===== src/rtl/imem_loader_if.sv =====
// Byte-stream loader bus: start/length command, byte source handshake,
// instruction-memory write port and loader status towards the core.
interface imem_loader_if #(
    parameter int ADDR_W = 9
);
    logic              start;
    logic [7:0]        length;
    logic              byte_valid;
    logic [7:0]        byte_data;
    logic              byte_ready;
    logic              imem_we;
    logic [ADDR_W-1:0] imem_addr;
    logic [31:0]       imem_wdata;
    logic              core_rst;
    logic              busy;
    logic              done;
    logic              err;

    // Host / byte source side
    modport master (
        output start, length, byte_valid, byte_data,
        input  byte_ready, imem_we, imem_addr, imem_wdata,
        input  core_rst, busy, done, err
    );

    // Loader side
    modport slave (
        input  start, length, byte_valid, byte_data,
        output byte_ready, imem_we, imem_addr, imem_wdata,
        output core_rst, busy, done, err
    );
endinterface


===== src/rtl/imem_loader.sv =====
// Instruction-memory loader: assembles little-endian 32-bit words from a
// byte stream, writes them to consecutive word addresses, and holds the
// processor in reset until the whole program has been written.
module imem_loader #(
    parameter int DEPTH_WORDS = 128,
    parameter int ADDR_W      = 9
) (
    input  logic         clk,
    input  logic         rst,
    imem_loader_if.slave bus
);

    typedef enum logic [1:0] {
        IDLE  = 2'd0,
        LOAD  = 2'd1,
        WRITE = 2'd2,
        DONE  = 2'd3
    } state_t;

    state_t            r_state;
    logic [7:0]        r_len;
    logic [7:0]        r_word_idx;
    logic [1:0]        r_byte_idx;
    logic [23:0]       r_word;
    logic              r_byte_ready;
    logic              r_imem_we;
    logic [ADDR_W-1:0] r_imem_addr;
    logic [31:0]       r_imem_wdata;
    logic              r_core_rst;
    logic              r_busy;
    logic              r_done;
    logic              r_err;

    logic              w_len_ok;
    logic              w_hs;
    logic [7:0]        w_word_nxt;

    assign w_len_ok   = (bus.length != 8'd0) &&
                        ({24'd0, bus.length} <= 32'(DEPTH_WORDS));
    // byte_ready is only ever high in LOAD, so this is the transfer condition
    assign w_hs       = bus.byte_valid & r_byte_ready;
    assign w_word_nxt = r_word_idx + 8'd1;

    // Collect bytes 0..2 of the current word; byte 3 goes straight to wdata
    always_ff @(posedge clk) begin
        if (w_hs) begin
            case (r_byte_idx)
                2'd0:    r_word[7:0]   <= bus.byte_data;
                2'd1:    r_word[15:8]  <= bus.byte_data;
                2'd2:    r_word[23:16] <= bus.byte_data;
                default: r_word        <= r_word;
            endcase
        end
    end

    // Loader FSM with all outputs registered
    always_ff @(posedge clk) begin
        if (rst) begin
            r_state      <= IDLE;
            r_len        <= 8'd0;
            r_word_idx   <= 8'd0;
            r_byte_idx   <= 2'd0;
            r_byte_ready <= 1'b0;
            r_imem_we    <= 1'b0;
            r_imem_addr  <= '0;
            r_imem_wdata <= 32'd0;
            r_core_rst   <= 1'b1;
            r_busy       <= 1'b0;
            r_done       <= 1'b0;
            r_err        <= 1'b0;
        end else begin
            case (r_state)
                IDLE: begin
                    if (bus.start) begin
                        if (w_len_ok) begin
                            r_len        <= bus.length;
                            r_word_idx   <= 8'd0;
                            r_byte_idx   <= 2'd0;
                            r_err        <= 1'b0;
                            r_core_rst   <= 1'b1;
                            r_busy       <= 1'b1;
                            r_byte_ready <= 1'b1;
                            r_state      <= LOAD;
                        end else begin
                            // Bad length: flag it, leave everything else alone
                            r_err <= 1'b1;
                        end
                    end
                end
                LOAD: begin
                    if (w_hs) begin
                        r_byte_idx <= r_byte_idx + 2'd1;
                        if (r_byte_idx == 2'd3) begin
                            r_imem_wdata <= {bus.byte_data, r_word};
                            r_imem_addr  <= ADDR_W'({r_word_idx, 2'b00});
                            r_imem_we    <= 1'b1;
                            r_byte_ready <= 1'b0;
                            r_state      <= WRITE;
                        end
                    end
                end
                WRITE: begin
                    r_imem_we  <= 1'b0;
                    r_word_idx <= w_word_nxt;
                    if (w_word_nxt == r_len) begin
                        r_busy     <= 1'b0;
                        r_done     <= 1'b1;
                        r_core_rst <= 1'b0;
                        r_state    <= DONE;
                    end else begin
                        r_byte_ready <= 1'b1;
                        r_state      <= LOAD;
                    end
                end
                DONE: begin
                    r_done  <= 1'b0;
                    r_state <= IDLE;
                end
                default: r_state <= IDLE;
            endcase
        end
    end

    assign bus.byte_ready = r_byte_ready;
    assign bus.imem_we    = r_imem_we;
    assign bus.imem_addr  = r_imem_addr;
    assign bus.imem_wdata = r_imem_wdata;
    assign bus.core_rst   = r_core_rst;
    assign bus.busy       = r_busy;
    assign bus.done       = r_done;
    assign bus.err        = r_err;

endmodule


===== src/flat_wrapper.sv =====
// flat-port wrapper written by rule: the top's interface ports become plain ports
module imem_loader_flat 
#(
    parameter int DEPTH_WORDS = 128,
    parameter int ADDR_W      = 9
)
  (clk, rst, bus_start, bus_length, bus_byte_valid, bus_byte_data, bus_byte_ready, bus_imem_we, bus_imem_addr, bus_imem_wdata, bus_core_rst, bus_busy, bus_done, bus_err);
  imem_loader_if #(.ADDR_W(ADDR_W)) bus_i ();
  input  logic clk;
  input  logic rst;
  input wire logic [$bits(bus_i.start)-1:0] bus_start;
  input wire logic [$bits(bus_i.length)-1:0] bus_length;
  input wire logic [$bits(bus_i.byte_valid)-1:0] bus_byte_valid;
  input wire logic [$bits(bus_i.byte_data)-1:0] bus_byte_data;
  output wire logic [$bits(bus_i.byte_ready)-1:0] bus_byte_ready;
  output wire logic [$bits(bus_i.imem_we)-1:0] bus_imem_we;
  output wire logic [$bits(bus_i.imem_addr)-1:0] bus_imem_addr;
  output wire logic [$bits(bus_i.imem_wdata)-1:0] bus_imem_wdata;
  output wire logic [$bits(bus_i.core_rst)-1:0] bus_core_rst;
  output wire logic [$bits(bus_i.busy)-1:0] bus_busy;
  output wire logic [$bits(bus_i.done)-1:0] bus_done;
  output wire logic [$bits(bus_i.err)-1:0] bus_err;
  assign bus_i.start = bus_start;
  assign bus_i.length = bus_length;
  assign bus_i.byte_valid = bus_byte_valid;
  assign bus_i.byte_data = bus_byte_data;
  assign bus_byte_ready = bus_i.byte_ready;
  assign bus_imem_we = bus_i.imem_we;
  assign bus_imem_addr = bus_i.imem_addr;
  assign bus_imem_wdata = bus_i.imem_wdata;
  assign bus_core_rst = bus_i.core_rst;
  assign bus_busy = bus_i.busy;
  assign bus_done = bus_i.done;
  assign bus_err = bus_i.err;
  imem_loader #(.DEPTH_WORDS(DEPTH_WORDS), .ADDR_W(ADDR_W)) u_core (.clk(clk), .rst(rst), .bus(bus_i));
endmodule

===== config.mk =====
export PLATFORM = sky130hd
export DESIGN_NAME = imem_loader_flat
export DESIGN_NICKNAME = d
export VERILOG_FILES = /design/src/rtl/imem_loader_if.sv /design/src/rtl/imem_loader.sv /design/src/flat_wrapper.sv
export SDC_FILE = /design/constraint.sdc
export NUM_CORES = 1
export LEC_CHECK = 0
export BUFFER_PORTS_ARGS = -buffer_cell sky130_fd_sc_hd__buf_2
export CORE_MARGIN = 4
export CORE_UTILIZATION = 43
export DETAILED_ROUTE_END_ITERATION = 10
export PLACE_DENSITY = 0.68
export SLEW_MARGIN = 5
export SYNTH_ARGS = -nofsm -noshare
export SYNTH_HDL_FRONTEND = slang
export SYNTH_SLANG_ARGS = --single-unit

===== constraint.sdc =====
create_clock -name clk -period 2.6 [get_ports clk]
set_clock_uncertainty 0.15 [all_clocks]
set_input_delay 0.78 -clock clk [delete_from_list [all_inputs] [get_ports clk]]
set_output_delay 0.78 -clock clk [all_outputs]
set_load 0.01 [all_outputs]

==> results of run 1 <==
-- placed cells by master (no fill, tap or decap), types with 3 or more instances in the layout --
cell type  count
a21oi_1       49
inv_6          3
ha_1          10
clkbuf_8       9
buf_2         64
nor3_1         4
nand3_1        9
inv_1          8
nand2_1       91
xnor2_1        6
o21ai_1        4
nand2b_1       4
dfxtp_1       65
a21oi_2        4
or3_1          6
buf_4         16
mux2i_1       10
xor2_1         4
nor2_1        12
edfxtp_1      24
nand3_2        4
and3_1         4
a31oi_1        7
-- metal layers --
| metal | part of all wire [%] | wire length, um | up-vias | global-route usage, % |
|---|---|---|---|---|
| met1 | 46 | 3610 | 1352 | 21.4 |
| met3 | 3.8 | 301 | 7 | 3.41 |
| li1 | - | - | 1433 | - |
| met5 | 0 | 0 | - | 0 |
| met4 | 1.4 | 112 | 0 | 5.46 |
| met2 | 49 | 3800 | 58 | 27.9 |
-- repair_timing --
item	in CTS	in global routing
endpoints found under the setup margin	0	3
buffers inserted	0	1
hold endpoints to repair	0	0
-- sequential cells by signal, summed over array words and instances, names as in the netlist --
signal and flops:
u_core.bus.busy 1, u_core.bus.byte_ready 1, u_core.bus.core_rst 1, u_core.bus.done 1, u_core.bus.err 1, u_core.bus.imem_addr 7, u_core.bus.imem_wdata 32, u_core.bus.imem_we 1
u_core.r_byte_idx 2, u_core.r_len 8, u_core.r_state 2, u_core.r_word 24, u_core.r_word_idx 8
-- how the worst min path moves through the flow --
stage,start,endpoint,slack [ps],depth (start not counted)
finish,u_core.bus.imem_wdata[15]$_SDFFE_PP0P_,u_core.bus.imem_wdata[15]$_SDFFE_PP0P_,310,2
global route,u_core.bus.imem_wdata[23]$_SDFFE_PP0P_,u_core.bus.imem_wdata[23]$_SDFFE_PP0P_,320,2
CTS,u_core.bus.imem_addr[6]$_SDFFE_PP0P_,u_core.bus.imem_addr[6]$_SDFFE_PP0P_,310,2
detailed placement,u_core.bus.imem_wdata[23]$_SDFFE_PP0P_,u_core.bus.imem_wdata[23]$_SDFFE_PP0P_,300,2
global placement,u_core.bus.imem_wdata[15]$_SDFFE_PP0P_,u_core.bus.imem_wdata[15]$_SDFFE_PP0P_,290,2
floorplan,u_core.r_word_idx[1]$_SDFFE_PP0P_,u_core.r_word_idx[1]$_SDFFE_PP0P_,320,2
-- layout make-up --
cell class | count | area [um^2] | share of cell area [%]
multi-input cells | 260 | 1500 | 34.4
clock inverters | 6 | 73.8 | 1.69
flip-flops and latches | 89 | 2020 | 46.3
repair buffers | 82 | 480 | 11.0
clock buffers | 10 | 128 | 2.92
inverters | 8 | 30.0 | 0.687
well taps | 105 | 131 | 3.01
-- metrics by stage --
step | TNS, ps | area, um^2 | instances
6_report | 0 | 4370 | 560
5_1_grt | 0 | 4370 | 560
4_1_cts | 0 | 4360 | 559
3_5_place_dp | -4440 | 4160 | 543
3_3_place_gp | -3990 | 4160 | 543
2_1_floorplan | -78.2 | 3680 | 381
-- kinds of logic (layout without fill, tap and decap cells) --
family,after synthesis,in the layout,share of synthesized area [%]
DFF,89,89,55.7
and+or+nand+nor,155,155,20.2
buffers and inverters,32,106,4.17
adders and majority gates,10,10,3.45
muxes,10,10,2.76
AOI/OAI and AO/OA,73,73,11.2
other,1,2,0.103
xor gates and xnor gates,10,10,2.41
-- worst register-to-register path, cell delays in order (launching register included) --
cell	delay, ps
dfxtp_1	320
ha_1	330
xor2_1	150
or4b_2	700
nor4_4	220
buf_4	190
a21oi_2	50
or2_1	190
-- where the power goes --
group          internal [mW]  switching (mW)
Combinational          0.216           0.300
Clock                  0.459           0.509
Sequential              1.48          0.0468
Total                   2.16           0.856
==> metrics.txt, run 1 <==
status=finished, final reports clean; worst-path cell chain=buf_2 -> or4_4 -> or3_4 -> and4_1 -> a21oi_4 -> nand2_1 -> a31oi_1; crit-path max FO=8; CP peak stage delay=540 ps; Pwr Total=3.01 mW; initial core utilization=approximately 44%; GR Overflow Total=0; CTS Buf Count=9; CP required=~2700 ps; Final Max Slew Viols=0; ys flop type=dfxtp_1; Place WS=-233 ps; wire per inst=14.0 um; CP max-delay cell=or4_4; dominant cells by area after synthesis=dfxtp_1 (36%), edfxtp_1 (20%), nand2_1 (9.4%); die area=around 10000 um^2; post-synth top area share=35.9%; Diodes inserted=0; CP Depth=7; Clock Tree Root=clkbuf_8; Fmax achieved=0.406 GHz; hold_buf cts=0; RSZ-0062 raised after global routing=no; WP buf/inv=1; class of the tightest hold or removal check=reg2reg; Port Buf Inserts=64; DRC errors left=0; Final nets=480; area delta synth->final=20.4%; Reg clk slew, reported paths=approximately 80 ps; chip width=around 100 um; Final Hold Fails=0; number of cell rows=33; cell family with the largest share of critical-path delay=simple AND/OR/NAND/NOR gates; clock tree buffer depth=2; first-pass GRT wire length=13.3 mm; PwrDens=between 600 and 700 nW/um^2; crit path capture type=register; antenna violation net count after detailed routing=0; Setup crit end=u_core.r_word_idx[2]$_SDFFE_PP0P_; post-synthesis area per instance=9.55 um^2; synthesized cell area=~3600 um^2; Detail Placement HPWL=between 5 and 6 mm; H-tree Lvls=3; Post-synth ARST share=0%; Synth cell types=47; Die Span Y=~100 um; clk sinks=between 80 and 90; Synth Instances=380; initial antenna violation count=0; final period utilization=between 90% and 100%; startpoint types=input port; CTS-repair resized insts=0; Vias/cell=approximately 5.1; worst skew pair latency=350 ps; Peak VDD IR=between 300 and 400 uV; cell taking the most area after synthesis=dfxtp_1; most common library cells after synthesis=nand2_1 (91), dfxtp_1 (65), a21oi_1 (52), edfxtp_1 (24), clkbuf_1 (14); DR vias=~2900; CP Launch Point=bus_length[2]; Placer Congestion=roughly 0.85; GRT Resource Usage Total=16.6%; Arr. time, crit path=roughly 2600 ps; register area share after synthesis=55.7%; boundary pin count=67; worst reg2reg setup slack=approximately 200 ps; min cycle time layout=2460 ps; largest net degree at the start of global routing=40; layout cells sized above 1=between 20% and 30%; MaxCap Viol Count=0; worst-case headroom to the max-slew limit=62.4%; iteration-0 DRC count of the detailed router=between 100 and 150; critical path type=in2reg; hold slack=between 300 and 400 ps; most numerous cell in the Yosys netlist=nand2_1; LEAKAGE=roughly 1.7 nW; CTS tree=yes; vias in the first global route=roughly 2800; synthesized flop and latch total=just under 90; reg2reg end=u_core.bus.core_rst$_SDFFE_PP1P_; Final Core Density=a little over half; Post-synth EDFFs=24; DR pass1 iterations=4; fillers=a little under 800; FF-to-FF Start=u_core.r_word_idx[0]$_SDFFE_PP0P_; r2r worst-path depth=7; setup ws final=about 140 ps; final setup vio count=0; Total Wirelength=about 8 mm; Core ar.=8220 um^2; worst slew pin tran=between 500 and 600 ps; YS warnings=0
Power figures use the tool's default switching activity.
==> run 2: changes to the inputs <==
--- a/config.mk
+++ b/config.mk
@@ -9,7 +9,7 @@
 export CORE_MARGIN = 4
 export CORE_UTILIZATION = 43
 export DETAILED_ROUTE_END_ITERATION = 10
-export PLACE_DENSITY = 0.68
+export PLACE_DENSITY_LB_ADDON = 0.2
 export SLEW_MARGIN = 5
 export SYNTH_ARGS = -nofsm -noshare
 export SYNTH_HDL_FRONTEND = slang
==> run 2 against run 1 <==
  * Via count shrank 1.3%
  * Sequential power is essentially flat
  * Highest routed layer unchanged
  * Setup slack lost 37 ps
  * Register-to-register slack lost 70 ps
==> metrics.txt, run 2 (synthesized netlist as in run 1, its figures left out) <==
Final Max Slew Viols=0 (unchanged); layout cells sized above 1=24.3% (-1.0 points); startpoint types=input port; area delta synth->final=19.5%; CP peak stage delay=550 ps (about the same); worst slew pin tran=663 ps (+99.0 ps); most frequent cells in the layout=nand2_1 (91), dfxtp_1 (65), buf_2 (64); CP required=2730 ps (about the same); critical path type=in2reg; wire per inst=13.7 um (-1.6%); clk sinks=89 (unchanged); crit path capture type=register; CTS Buf Count=9 (unchanged); crit-path max FO=8 (unchanged); clock tree buffer depth=2 (unchanged); MaxCap Viol Count=0 (unchanged); GR Overflow Total=0 (unchanged); Final Core Density=52.8% (-0.41 points); Inst Count DP=538 (-0.92%); final setup vio count=0 (unchanged); Final nets=474 (-1.3%); chip width=99.9 um (unchanged); class of the tightest hold or removal check=reg2reg; WL met2=3.72 mm (-2.0%); PwrDens=711 nW/um^2 (+3.0%); worst skew pair latency=360 ps (about the same); CTS-repair resized insts=0 (unchanged); Peak VDD IR=425 uV (+15%); Diodes inserted=0 (unchanged); worst-path cell chain=buf_2 -> or4_4 -> or3_4 -> and4_1 -> a21oi_4 -> nand2_1 -> a31oi_1; fillers=792 (+2.7%); Detail Placement HPWL=5.36 mm (-3.6%); Placer Congestion=0.815 (-3.6%); post-route met1 wirelength=3.45 mm (-4.2%); TNS Setup=0 ps (unchanged); DR vias=2814 (-1.3%); Vias/cell=5.08 (-0.19%); Reg clk slew, reported paths=80 ps (about the same); die area=9970 um^2 (unchanged); DRC errors left=0 (unchanged); length of routed met3 wiring=308 um (+2.3%); final period utilization=96.2% (+1.4 points); largest net degree at the start of global routing=36 (-10%); DR pass1 iterations=4 (unchanged); antenna violation net count after detailed routing=0 (unchanged); most common cell after layout, fill and taps aside=nand2_1; initial core utilization=44.2% (unchanged); LEAKAGE=1.65 nW (-1.1%); Total Wirelength=7.62 mm (-2.6%); status=finished, final reports clean; vias in the first global route=2690 (-3.8%); FF/Latch Area=2020 um^2 (unchanged); Fmax achieved=0.400 GHz (-1.5%); H-tree Lvls=3 (unchanged); Core ar.=8220 um^2 (unchanged); number of cell rows=33 (unchanged); DR top layer=met4; multi-input logic area=1500 um^2 (unchanged); CP max-delay cell=or4_4; iteration-0 DRC count of the detailed router=76 (-40%); final non-filler cell total=554 (-1.1%); CTS tree=yes; # Post-CTS Setup Buffers=0 (unchanged); hold slack=306 ps (-3.10 ps); worst-case headroom to the max-slew limit=55.8% (-6.6 points); initial antenna violation count=0 (unchanged); GRT Resource Usage Total=16.2% (-0.43 points); hold_buf cts=0 (unchanged); Die Span Y=99.9 um (unchanged); Port Buf Inserts=64 (unchanged); first-pass GRT wire length=12.9 mm (-2.8%); Final Hold Fails=0 (unchanged); Arr. time, crit path=2630 ps (+40 ps); RSZ-0062 raised after global routing=no; boundary pin count=67 (unchanged); min cycle time layout=2500 ps (+37.3 ps); Clock Tree Root=clkbuf_8; max reg flops=32 (unchanged)
run 2: cell count changes in the layout (fill, tap and decap cells not counted), sizes merged:
cell and delta:
buf -6, bufinv +1, clkinv -1
run 2: worst paths after layout:
| path | depth (start not counted) | slack [ps] | startpoint | end |
|---|---|---|---|---|
| setup / recovery | 7 | 100 | bus_length[2] | u_core.r_word_idx[5]$_SDFFE_PP0P_ |
| setup reg to reg | 6 | 130 | u_core.r_word_idx[0]$_SDFFE_PP0P_ | u_core.bus.byte_ready$_SDFFE_PP0P_ |
| hold / removal | 2 | 310 | u_core.bus.imem_addr[7]$_SDFFE_PP0P_ | u_core.bus.imem_addr[7]$_SDFFE_PP0P_ |
| hold reg to reg | 2 | 310 | u_core.bus.imem_addr[7]$_SDFFE_PP0P_ | u_core.bus.imem_addr[7]$_SDFFE_PP0P_ |
run 2: critical path, delay by kind of cell:
| family | cells | cell delay [ps] |
|---|---|---|
| compound gates | 2 | 430 |
| buf+inv | 1 | 100 |
| simple gates | 4 | 1310 |
run 2: final cells by class:
type / count / share of cell area (%)
clock buffer: 10 / 2.94
clock inverter: 6 / 2.25
inverter: 8 / 0.693
multi-input combinational: 260 / 34.7
sequential: 89 / 46.6
tap: 105 / 3.03
timing repair buffer: 76 / 9.75
run 2: report_power, final:
group / internal (mW) / switching, mW
clock network: 0.557 / 0.517
registers: 1.48 / 0.0482
logic: 0.190 / 0.286
total: 2.23 / 0.851
run 2: stage by stage:
| stage | cell area [um^2] | worst slack [ps] | total power, mW |
|---|---|---|---|
| 6_report | 4340 | 97.9 | 3.08 |
| 2_1_floorplan | 3680 | -24.3 | 1.92 |
| 3_5_place_dp | 4110 | -261 | 2.04 |
| 3_3_place_gp | 4110 | -213 | 2.03 |
| 5_1_grt | 4340 | 14.6 | 3.22 |
| 4_1_cts | 4340 | 121 | 3.11 |
run 2: routing by layer:
| layer | up-vias | track usage, % |
|---|---|---|
| li1 | 1428 | - |
| met1 | 1324 | 21.2 |
| met4 | 0 | 7.25 |
| met5 | - | 0 |
| met2 | 52 | 26.3 |
| met3 | 10 | 2.78 |
==> run 3: changes to the inputs <==
--- a/config.mk
+++ b/config.mk
@@ -9,6 +9,7 @@
 export CORE_MARGIN = 4
 export CORE_UTILIZATION = 43
 export DETAILED_ROUTE_END_ITERATION = 10
+export MAX_ROUTING_LAYER = met4
 export PLACE_DENSITY_LB_ADDON = 0.2
 export SLEW_MARGIN = 5
 export SYNTH_ARGS = -nofsm -noshare
==> run 3 against run 2 <==
  * Wire length grew 0.75%
  * Combinational power about the same
  * Non-clock buffer count is the same
  * Via count rose by 0.46%
  * Final cell count is the same
  * Critical path depth unchanged
  * Sequential share of layout area is the same
  * Critical path type unchanged
  * Critical endpoint unchanged
==> metrics.txt, run 3 (synthesized netlist as in run 1, its figures left out) <==
status=finished, final reports clean; antenna violation net count after detailed routing=0 (unchanged); boundary pin count=67 (unchanged); reg2reg end=u_core.bus.byte_ready$_SDFFE_PP0P_; Sw Ratio=27.7% (+0.044 points); hold slack=306 ps (+0.0230 ps); hold_sp=u_core.bus.imem_addr[7]$_SDFFE_PP0P_; hold path cells=2 (unchanged); DR pass1 iterations=4 (unchanged); FF-to-FF Start=u_core.r_word_idx[0]$_SDFFE_PP0P_; Clock Tree Root=clkbuf_8; CP required=2730 ps (about the same); Final Max Slew Viols=0 (unchanged); clock network fraction of total power=34.9% (about the same); setup ws final=103 ps (+5.13 ps); GR Overflow Total=0 (unchanged); Core ar.=8220 um^2 (unchanged); Diodes inserted=0 (unchanged); GRT Resource Usage Total=16.6% (+0.46 points); chip width=99.9 um (unchanged); clock tree buffer depth=2 (unchanged); DR vias=2827 (+0.46%); dpl cell area=4110 um^2 (unchanged); Final Cell Area=4340 um^2 (unchanged); LEAKAGE=1.65 nW (unchanged); MaxCap Viol Count=0 (unchanged); Reg clk slew, reported paths=80 ps (about the same); TNS Setup=0 ps (unchanged); Detail Placement HPWL=5.36 mm (unchanged); RSZ-0062 raised after global routing=no; Placer Congestion=0.828 (+1.5%); startpoint types=input port; largest net degree at the start of global routing=36 (unchanged); worst-case headroom to the max-slew limit=56.0% (+0.17 points); Peak VDD IR=425 uV (about the same); crit-path max FO=8 (unchanged); crit path capture type=register; CTS Buf Count=9 (unchanged); worst-path cell chain=buf_2 -> or4_4 -> or3_4 -> and4_1 -> a21oi_4 -> nand2_1 -> a31oi_1; Fmax achieved=0.400 GHz (+0.21%); CP max-delay cell=or4_4; Vias/cell=5.10 (+0.46%); final setup vio count=0 (unchanged); initial core utilization=44.2% (unchanged); worst slew pin tran=660 ps (-2.61 ps); Arr. time, crit path=2630 ps (about the same); Reg power frac=49.7% (about the same); initial antenna violation count=0 (unchanged); Inst Count DP=538 (unchanged); die area=9970 um^2 (unchanged); H-tree Lvls=3 (unchanged); CTS-repair resized insts=0 (unchanged); Final Hold Fails=0 (unchanged); final period utilization=96.0% (-0.20 points); most common cell after layout, fill and taps aside=nand2_1; Worst Hold End=u_core.bus.imem_addr[7]$_SDFFE_PP0P_; hold_buf cts=0 (unchanged); layout cells sized above 1=24.3% (unchanged); CP peak stage delay=550 ps (about the same); final non-filler cell total=554 (unchanged); most frequent cells in the layout=nand2_1 (91), dfxtp_1 (65), buf_2 (64); vias in the first global route=2698 (+0.30%); cell family with the largest share of critical-path delay=simple AND/OR/NAND/NOR gates; number of cell rows=33 (unchanged); min cycle time layout=2500 ps (-5.13 ps); Total Wirelength=7.67 mm (+0.75%); # Post-CTS Setup Buffers=0 (unchanged); iteration-0 DRC count of the detailed router=72 (-5.3%); Switching Power=0.853 mW (+0.21%); CTS tree=yes; area delta synth->final=19.5% (unchanged); cell-internal power=2.23 mW (about the same); wire per inst=13.8 um (+0.75%); r2r worst-path depth=6 (unchanged); Place WS=-261 ps (unchanged); WP buf/inv=1 (unchanged); class of the tightest hold or removal check=reg2reg; Die Span Y=99.9 um (unchanged); Final nets=474 (unchanged); Port Buf Inserts=64 (unchanged); Comb pwr share=15.5% (about the same); clk sinks=89 (unchanged); DRC errors left=0 (unchanged); fillers=792 (unchanged); PwrDens=711 nW/um^2 (about the same); worst reg2reg setup slack=120 ps (about the same); worst skew pair latency=360 ps (about the same); critical path type=in2reg; first-pass GRT wire length=13.0 mm (about the same); max reg flops=32 (unchanged)
==> run 3: worst reg2reg max path, stage by stage, from the launching register on <==
cell     delay (ps)
dfxtp_1         330
ha_1            320
xor2_1          140
or4b_2          700
nor4_4          450
nand3_1         150
a31oi_1         180
==> run 3: how the worst max path moves through the flow <==
| stage | startpoint | end | slack [ps] | cells past startpoint |
|---|---|---|---|---|
| final | bus_length[2] | u_core.r_word_idx[5]$_SDFFE_PP0P_ | 100 | 7 |
| after global placement | bus_length[2] | u_core.r_len[2]$_SDFFE_PP0P_ | -210 | 7 |
| after detailed placement | bus_length[2] | u_core.r_len[1]$_SDFFE_PP0P_ | -260 | 7 |
| after CTS | bus_length[2] | u_core.r_word_idx[5]$_SDFFE_PP0P_ | 120 | 7 |
| after floorplan | bus_length[2] | u_core.r_word_idx[0]$_SDFFE_PP0P_ | -20 | 7 |
| after global routing | u_core.r_word_idx[0]$_SDFFE_PP0P_ | u_core.bus.core_rst$_SDFFE_PP1P_ | 10 | 7 |
==> run 3: power by group through the flow <==
stage / sequential (mW) / combinational (mW) / clock, mW
final: 1.53 / 0.476 / 1.08
after global routing: 1.54 / 0.535 / 1.15
after CTS: 1.53 / 0.483 / 1.10
after detailed placement: 1.56 / 0.482 / 0
after global placement: 1.56 / 0.471 / 0
after floorplan: 1.56 / 0.361 / 0
==> run 3: routing by layer <==
layer	routed length, um	global-route usage (%)	part of all wire [%]
met5	0	-	0
met4	109	7.25	1.4
met3	291	2.71	3.8
met2	3750	26.4	49
met1	3520	21.1	46
==> run 3: cell type report <==
cell class | count | area [um^2] | area share (%)
multi-input cells | 260 | 1500 | 34.7
flip-flops and latches | 89 | 2020 | 46.6
clock inverters | 6 | 97.6 | 2.25
clock buffers | 10 | 128 | 2.94
inverters | 8 | 30.0 | 0.693
repair buffers | 76 | 423 | 9.75
well taps | 105 | 131 | 3.03
==> run 3: per-stage QoR <==
step | power [mW] | utilization, %
floorplan | 1.92 | -
global placement | 2.03 | 50.0
detailed placement | 2.04 | 50.0
CTS | 3.11 | 52.8
global route | 3.22 | 52.8
finish | 3.08 | 52.8
